`config.mk`:
```
export PLATFORM = sky130hd
export DESIGN_NAME = icon_colorizer_flat
export DESIGN_NICKNAME = d
export VERILOG_FILES = /design/src/rtl/icon_colorizer_if.sv /design/src/rtl/icon_colorizer.sv /design/src/flat_wrapper.sv
export SDC_FILE = /design/constraint.sdc
export NUM_CORES = 1
export LEC_CHECK = 0
export BUFFER_PORTS_ARGS = -buffer_cell sky130_fd_sc_hd__buf_2
export CAP_MARGIN = 20
export CORE_AREA = 2 2 39 41
export CTS_CLUSTER_SIZE = 40
export DETAILED_ROUTE_END_ITERATION = 7
export DIE_AREA = 0 0 41 43
export PLACE_DENSITY = 0.78
export SKIP_LAST_GASP = 1
export SYNTH_ARGS = -nofsm -noshare
export SYNTH_HDL_FRONTEND = slang
export SYNTH_SLANG_ARGS = --single-unit
```
`constraint.sdc`:
```
create_clock -name clk -period 1.7 [get_ports clk]
set_input_delay 0.17 -clock clk [delete_from_list [all_inputs] [get_ports clk]]
set_output_delay 0.17 -clock clk [all_outputs]
set_load 0.005 [all_outputs]
```
`src/rtl/icon_colorizer_if.sv`:
```
// Pixel/timing bundle between the display timing path and icon_colorizer.
// master = upstream source plus display sink, slave = the colorizer.
interface icon_colorizer_if;
  logic       video_on;
  logic       hsync_in;
  logic       vsync_in;
  logic [1:0] world_pixel;
  logic [1:0] icon;
  logic [3:0] vga_red;
  logic [3:0] vga_green;
  logic [3:0] vga_blue;
  logic       hsync_out;
  logic       vsync_out;
  logic       frame_tick;

  modport master (
    output video_on, hsync_in, vsync_in, world_pixel, icon,
    input  vga_red, vga_green, vga_blue, hsync_out, vsync_out, frame_tick
  );

  modport slave (
    input  video_on, hsync_in, vsync_in, world_pixel, icon,
    output vga_red, vga_green, vga_blue, hsync_out, vsync_out, frame_tick
  );
endinterface

```
`src/rtl/icon_colorizer.sv`:
```
// Merges icon and world-map codes into registered 12-bit RGB, realigns sync/blank,
// and counts frames. Define ICON_COLORIZER_BLINK_EN to blink the icon every BLINK_FRAMES frames.
module icon_colorizer #(
  parameter int SYNC_DLY     = 2,
  parameter int BLINK_FRAMES = 30
) (
  input  logic             clk,
  input  logic             reset_n,
  icon_colorizer_if.slave  bus
);

  localparam logic [7:0] LAST_FRAME = 8'(BLINK_FRAMES - 1);

  function automatic logic [11:0] icon_rgb(input logic [1:0] code);
    case (code)
      2'd1:    icon_rgb = 12'h0F0;
      2'd2:    icon_rgb = 12'hFF0;
      2'd3:    icon_rgb = 12'hF0F;
      default: icon_rgb = 12'h000;
    endcase
  endfunction

  function automatic logic [11:0] world_rgb(input logic [1:0] code);
    case (code)
      2'd0:    world_rgb = 12'hFFF;
      2'd1:    world_rgb = 12'h000;
      2'd2:    world_rgb = 12'hF00;
      default: world_rgb = 12'h00F;
    endcase
  endfunction

  logic [SYNC_DLY-1:0] r_vid_dly;
  logic [SYNC_DLY-1:0] r_hs_dly;
  logic [SYNC_DLY-1:0] r_vs_dly;
  logic                w_vid_d;
  logic                w_hs_d;
  logic                w_vs_d;
  logic                w_icon_hide;
  logic [11:0]         w_rgb;
  logic [11:0]         r_rgb;
  logic                r_hsync;
  logic                r_vsync;
  logic                r_frame_tick;
  logic [7:0]          r_frame_cnt;

  // Stage p0..p(SYNC_DLY-1): timing delay line matching the icon mapper latency
  always_ff @(posedge clk) begin
    if (!reset_n) begin
      r_vid_dly <= '0;
      r_hs_dly  <= '1;
      r_vs_dly  <= '1;
    end else begin
      r_vid_dly[0] <= bus.video_on;
      r_hs_dly[0]  <= bus.hsync_in;
      r_vs_dly[0]  <= bus.vsync_in;
      for (int k = 1; k < SYNC_DLY; k++) begin
        r_vid_dly[k] <= r_vid_dly[k-1];
        r_hs_dly[k]  <= r_hs_dly[k-1];
        r_vs_dly[k]  <= r_vs_dly[k-1];
      end
    end
  end

  assign w_vid_d = r_vid_dly[SYNC_DLY-1];
  assign w_hs_d  = r_hs_dly[SYNC_DLY-1];
  assign w_vs_d  = r_vs_dly[SYNC_DLY-1];

`ifdef ICON_COLORIZER_BLINK_EN
  logic r_blink_phase;
  assign w_icon_hide = r_blink_phase;
`else
  assign w_icon_hide = 1'b0;
`endif

  always_comb begin
    w_rgb = 12'h000;
    if (!w_vid_d)
      w_rgb = 12'h000;
    else if (bus.icon != 2'd0 && !w_icon_hide)
      w_rgb = icon_rgb(bus.icon);
    else
      w_rgb = world_rgb(bus.world_pixel);
  end

  // Output stage: RGB, syncs and frame tick share one register boundary.
  // r_vsync doubles as the previous-vsync register for edge detection.
  always_ff @(posedge clk) begin
    if (!reset_n) begin
      r_rgb        <= 12'h000;
      r_hsync      <= 1'b1;
      r_vsync      <= 1'b1;
      r_frame_tick <= 1'b0;
    end else begin
      r_rgb        <= w_rgb;
      r_hsync      <= w_hs_d;
      r_vsync      <= w_vs_d;
      r_frame_tick <= r_vsync & ~w_vs_d;
    end
  end

  // Frame counter stage: advances on the registered tick, so wraps land one cycle later
  always_ff @(posedge clk) begin
    if (!reset_n) begin
      r_frame_cnt <= 8'd0;
`ifdef ICON_COLORIZER_BLINK_EN
      r_blink_phase <= 1'b0;
`endif
    end else if (r_frame_tick) begin
      if (r_frame_cnt >= LAST_FRAME) begin
        r_frame_cnt <= 8'd0;
`ifdef ICON_COLORIZER_BLINK_EN
        r_blink_phase <= ~r_blink_phase;
`endif
      end else begin
        r_frame_cnt <= r_frame_cnt + 8'd1;
      end
    end
  end

  assign bus.vga_red    = r_rgb[11:8];
  assign bus.vga_green  = r_rgb[7:4];
  assign bus.vga_blue   = r_rgb[3:0];
  assign bus.hsync_out  = r_hsync;
  assign bus.vsync_out  = r_vsync;
  assign bus.frame_tick = r_frame_tick;

endmodule
```
`src/flat_wrapper.sv`:
```
// flat-port wrapper written by rule: the top's interface ports become plain ports
module icon_colorizer_flat 
#(
  parameter int SYNC_DLY     = 2,
  parameter int BLINK_FRAMES = 30
)
  (clk, reset_n, bus_video_on, bus_hsync_in, bus_vsync_in, bus_world_pixel, bus_icon, bus_vga_red, bus_vga_green, bus_vga_blue, bus_hsync_out, bus_vsync_out, bus_frame_tick);
  icon_colorizer_if bus_i ();
  input  logic clk;
  input  logic reset_n;
  input wire logic [$bits(bus_i.video_on)-1:0] bus_video_on;
  input wire logic [$bits(bus_i.hsync_in)-1:0] bus_hsync_in;
  input wire logic [$bits(bus_i.vsync_in)-1:0] bus_vsync_in;
  input wire logic [$bits(bus_i.world_pixel)-1:0] bus_world_pixel;
  input wire logic [$bits(bus_i.icon)-1:0] bus_icon;
  output wire logic [$bits(bus_i.vga_red)-1:0] bus_vga_red;
  output wire logic [$bits(bus_i.vga_green)-1:0] bus_vga_green;
  output wire logic [$bits(bus_i.vga_blue)-1:0] bus_vga_blue;
  output wire logic [$bits(bus_i.hsync_out)-1:0] bus_hsync_out;
  output wire logic [$bits(bus_i.vsync_out)-1:0] bus_vsync_out;
  output wire logic [$bits(bus_i.frame_tick)-1:0] bus_frame_tick;
  assign bus_i.video_on = bus_video_on;
  assign bus_i.hsync_in = bus_hsync_in;
  assign bus_i.vsync_in = bus_vsync_in;
  assign bus_i.world_pixel = bus_world_pixel;
  assign bus_i.icon = bus_icon;
  assign bus_vga_red = bus_i.vga_red;
  assign bus_vga_green = bus_i.vga_green;
  assign bus_vga_blue = bus_i.vga_blue;
  assign bus_hsync_out = bus_i.hsync_out;
  assign bus_vsync_out = bus_i.vsync_out;
  assign bus_frame_tick = bus_i.frame_tick;
  icon_colorizer #(.SYNC_DLY(SYNC_DLY), .BLINK_FRAMES(BLINK_FRAMES)) u_core (.clk(clk), .reset_n(reset_n), .bus(bus_i));
endmodule
```
==> flow_metrics.py <==
metrics = {
    "cts": {
        "ctsResizeCount": 0,
        "hold_buffers": 0,
        "htree_num_levels": 1,
        "clock-root-buffer": "clkbuf_4",
        "cts.sinks": 12,
        "clock_latency_ps": 260,
        "path_clk_slew_ps": 70,
        "cts_buffers": 3,
        "clockBufferDepth": 2,
        "postCtsSetupRepairBufs": 0,
        "cts_tree": "yes",
    },
    "global_routing": {
        "grt_usage": 0.0837,
        "busiest_layer": "met2",
        "grt_antenna_before_repair": 0,
        "use_met1": 0.0554,
        "met2_usage": 0.159,
        "grt_max_degree": 10,
        "grt_use_met3": 0.0314,
        "grt.overflow.total": 0,
        "grt_pass1_wl_um": 966,
        "grt_pass1_vias": 272,
    },
    "timing": {
        "setup_tns_ps": 0,
        "max_freq_ghz": 1.10,
        "max-slew-margin-rel": 0.876,
        "finalClockSkew_ps": 3.24,
        "slew_viol_final": 0,
        "rsz0062_at_grt": "no",
        "min_period_ps": 911,
        "setup_viol": 0,
        "hold_viol": 0,
        "fin_crit_sh": 0.536,
        "worst_pin_slew_ps": 184,
    },
    "synthesis": {
        "synth_fp_nets": 63,
        "synth_edf_count": 0,
        "async_flop_share": 0,
        "synth_cells": 49,
        "ys_types": 13,
        "synth_top_area_share": 0.474,
        "synth-seq-cells": 12,
        "netlist_top_cells_area": "dfxtp_1 47%, buf_4 13%, ha_1 12%",
        "synth_common_cells": "12 x dfxtp_1, 9 x buf_4, 5 x ha_1, 5 x inv_1, 5 x or2b_1",
        "syn-mean-instance-area_um2": 10.3,
        "post-synth-top-count-cell": "dfxtp_1",
        "yosys.area.top_type": "dfxtp_1",
        "yosysSeqAreaShare": 0.474,
        "netlist_area_um2": 507,
        "ys.flop_type": "dfxtp_1",
        "yosys_warnings": 0,
    },
    "critical_path": {
        "worstSetupEndpointType": "primary output",
        "path_delay_family": "flip-flops",
        "path_max_fanout": 4,
        "path_cells": "buf_2",
        "max_stage_delay_ps": 360,
        "cp_data_arrival_time_ps": 740,
        "slowest_stage": "dfxtp_1",
        "path_buf_inv": 1,
        "startpoint_type": "register",
        "cp_data_required_time_ps": 1530,
        "critical_path_class": "register to primary output",
    },
    "cells_and_area": {
        "seq_area_um2": 240,
        "drive_above_1_share": 0.433,
        "fin_util": 0.441,
        "final_nets": 82,
        "diodes": 0,
        "nFillCells": 143,
        "area_growth_pct": 20.5,
        "fin_cells": 83,
        "multiInputGateArea_um2": 180,
    },
    "die": {
        "io_pins": 24,
        "fp.dieH_um": 43,
        "num_rows": 14,
        "start_util": 0.366,
        "dieWidth_um": 41,
        "core_um2": 1380,
        "dieArea_um2": 1760,
    },
    "routing": {
        "drc": 0,
        "wire_per_inst_um": 8.11,
        "vias": 348,
        "routed_wl_um": 673,
        "via_per_inst": 4.19,
        "ant_nets": 0,
        "dr.pass1.iters": 4,
        "first_iter_violations": 2,
    },
    "status": {
        "status": "complete, no violations",
    },
    "power_and_ir_drop": {
        "p_leak_nw": 0.338,
        "irDropWorstVdd_mv": 0.439,
        "power.total_mw": 0.555,
        "power_density_nw_per_um2": 909,
    },
    "placed_design": {
        "port_buffers": 23,
        "gp_congestion": 0.641,
        "dp_cells": 79,
        "hpwlAfterDp_um": 567,
    },
    "run": {
        "cap_violations": 0,
    },
    "hold_path": {
        "hp-class": "primary input to register",
    },
}
## sequential cells by signal, summed over array words and instances (netlist names)
register and flops:
u_core.r_vs_dly 2, u_core.r_vid_dly 2, u_core.r_hs_dly 2, u_core.bus.vsync_out 1
u_core.bus.hsync_out 1, u_core.bus.frame_tick 1, u_core.r_rgb 3
## kinds of logic after synthesis
logic type	Yosys count	synth area share
AO/OA/AOI/OAI	2	0.0321
multiplexers	1	0.0198
AND/OR/NAND/NOR	15	0.180
buffers and inverters	14	0.170
flip-flops	12	0.474
adder cells (fa/ha/maj)	5	0.123
## area by class of cell
| cell class | count | share of cell area |
|---|---|---|
| clock buffers | 4 | 0.0594 |
| inverters | 5 | 0.0307 |
| multi-input cells | 23 | 0.295 |
| flip-flops and latches | 12 | 0.393 |
| well taps | 16 | 0.0328 |
| repair buffers | 23 | 0.189 |
## worst paths after layout
path / startpoint / to / slack, ps / cells past startpoint
min reg2reg: u_core.r_hs_dly[0] / u_core.r_hs_dly[1] / 410 / 1
max reg2reg: u_core.r_vid_dly[1] / u_core.r_rgb[10] / 1060 / 2
min: bus_vsync_in / u_core.r_vs_dly[0] / 80 / 2
max: u_core.r_rgb[7] / bus_vga_green[1] / 790 / 1
## power breakdown
group          internal, mW  leakage [nW]  switching (mW)
clock                 0.130        0.0210          0.0866
sequential            0.291        0.0985         0.00265
combinational        0.0244         0.219          0.0212
total                 0.445         0.338           0.110
## cells in the final DEF (no fill, tap or decap)
master / count
buf_2: 23
or2b_1: 5
clkbuf_8: 1
nor2_1: 3
dfxtp_1: 12
nand2_2: 1
a211oi_1: 1
nor3_1: 1
ha_1: 5
clkbuf_4: 3
mux2i_1: 1
inv_1: 5
nand2b_1: 3
and2_1: 2
a21oi_2: 1
## per-layer routing
| layer | routed length (µm) | up-vias | share of wire |
|---|---|---|---|
| met5 | 0 | - | 0 |
| met4 | 14 | 0 | 0.021 |
| met3 | 60 | 2 | 0.089 |
| met2 | 373 | 19 | 0.55 |
| met1 | 224 | 148 | 0.33 |
| li1 | - | 179 | - |
## through the flow
step / setup slack, ps / hold slack [ps] / cell area, µm²
after detailed placement: 686 / 350 / 574
after floorplan: 843 / 243 / 507
final: 789 / 77.8 / 611
after CTS: 762 / 70.0 / 611
after global routing: 701 / 70.9 / 611
after global placement: 730 / 348 / 574
(Power assumes the default switching activity.)
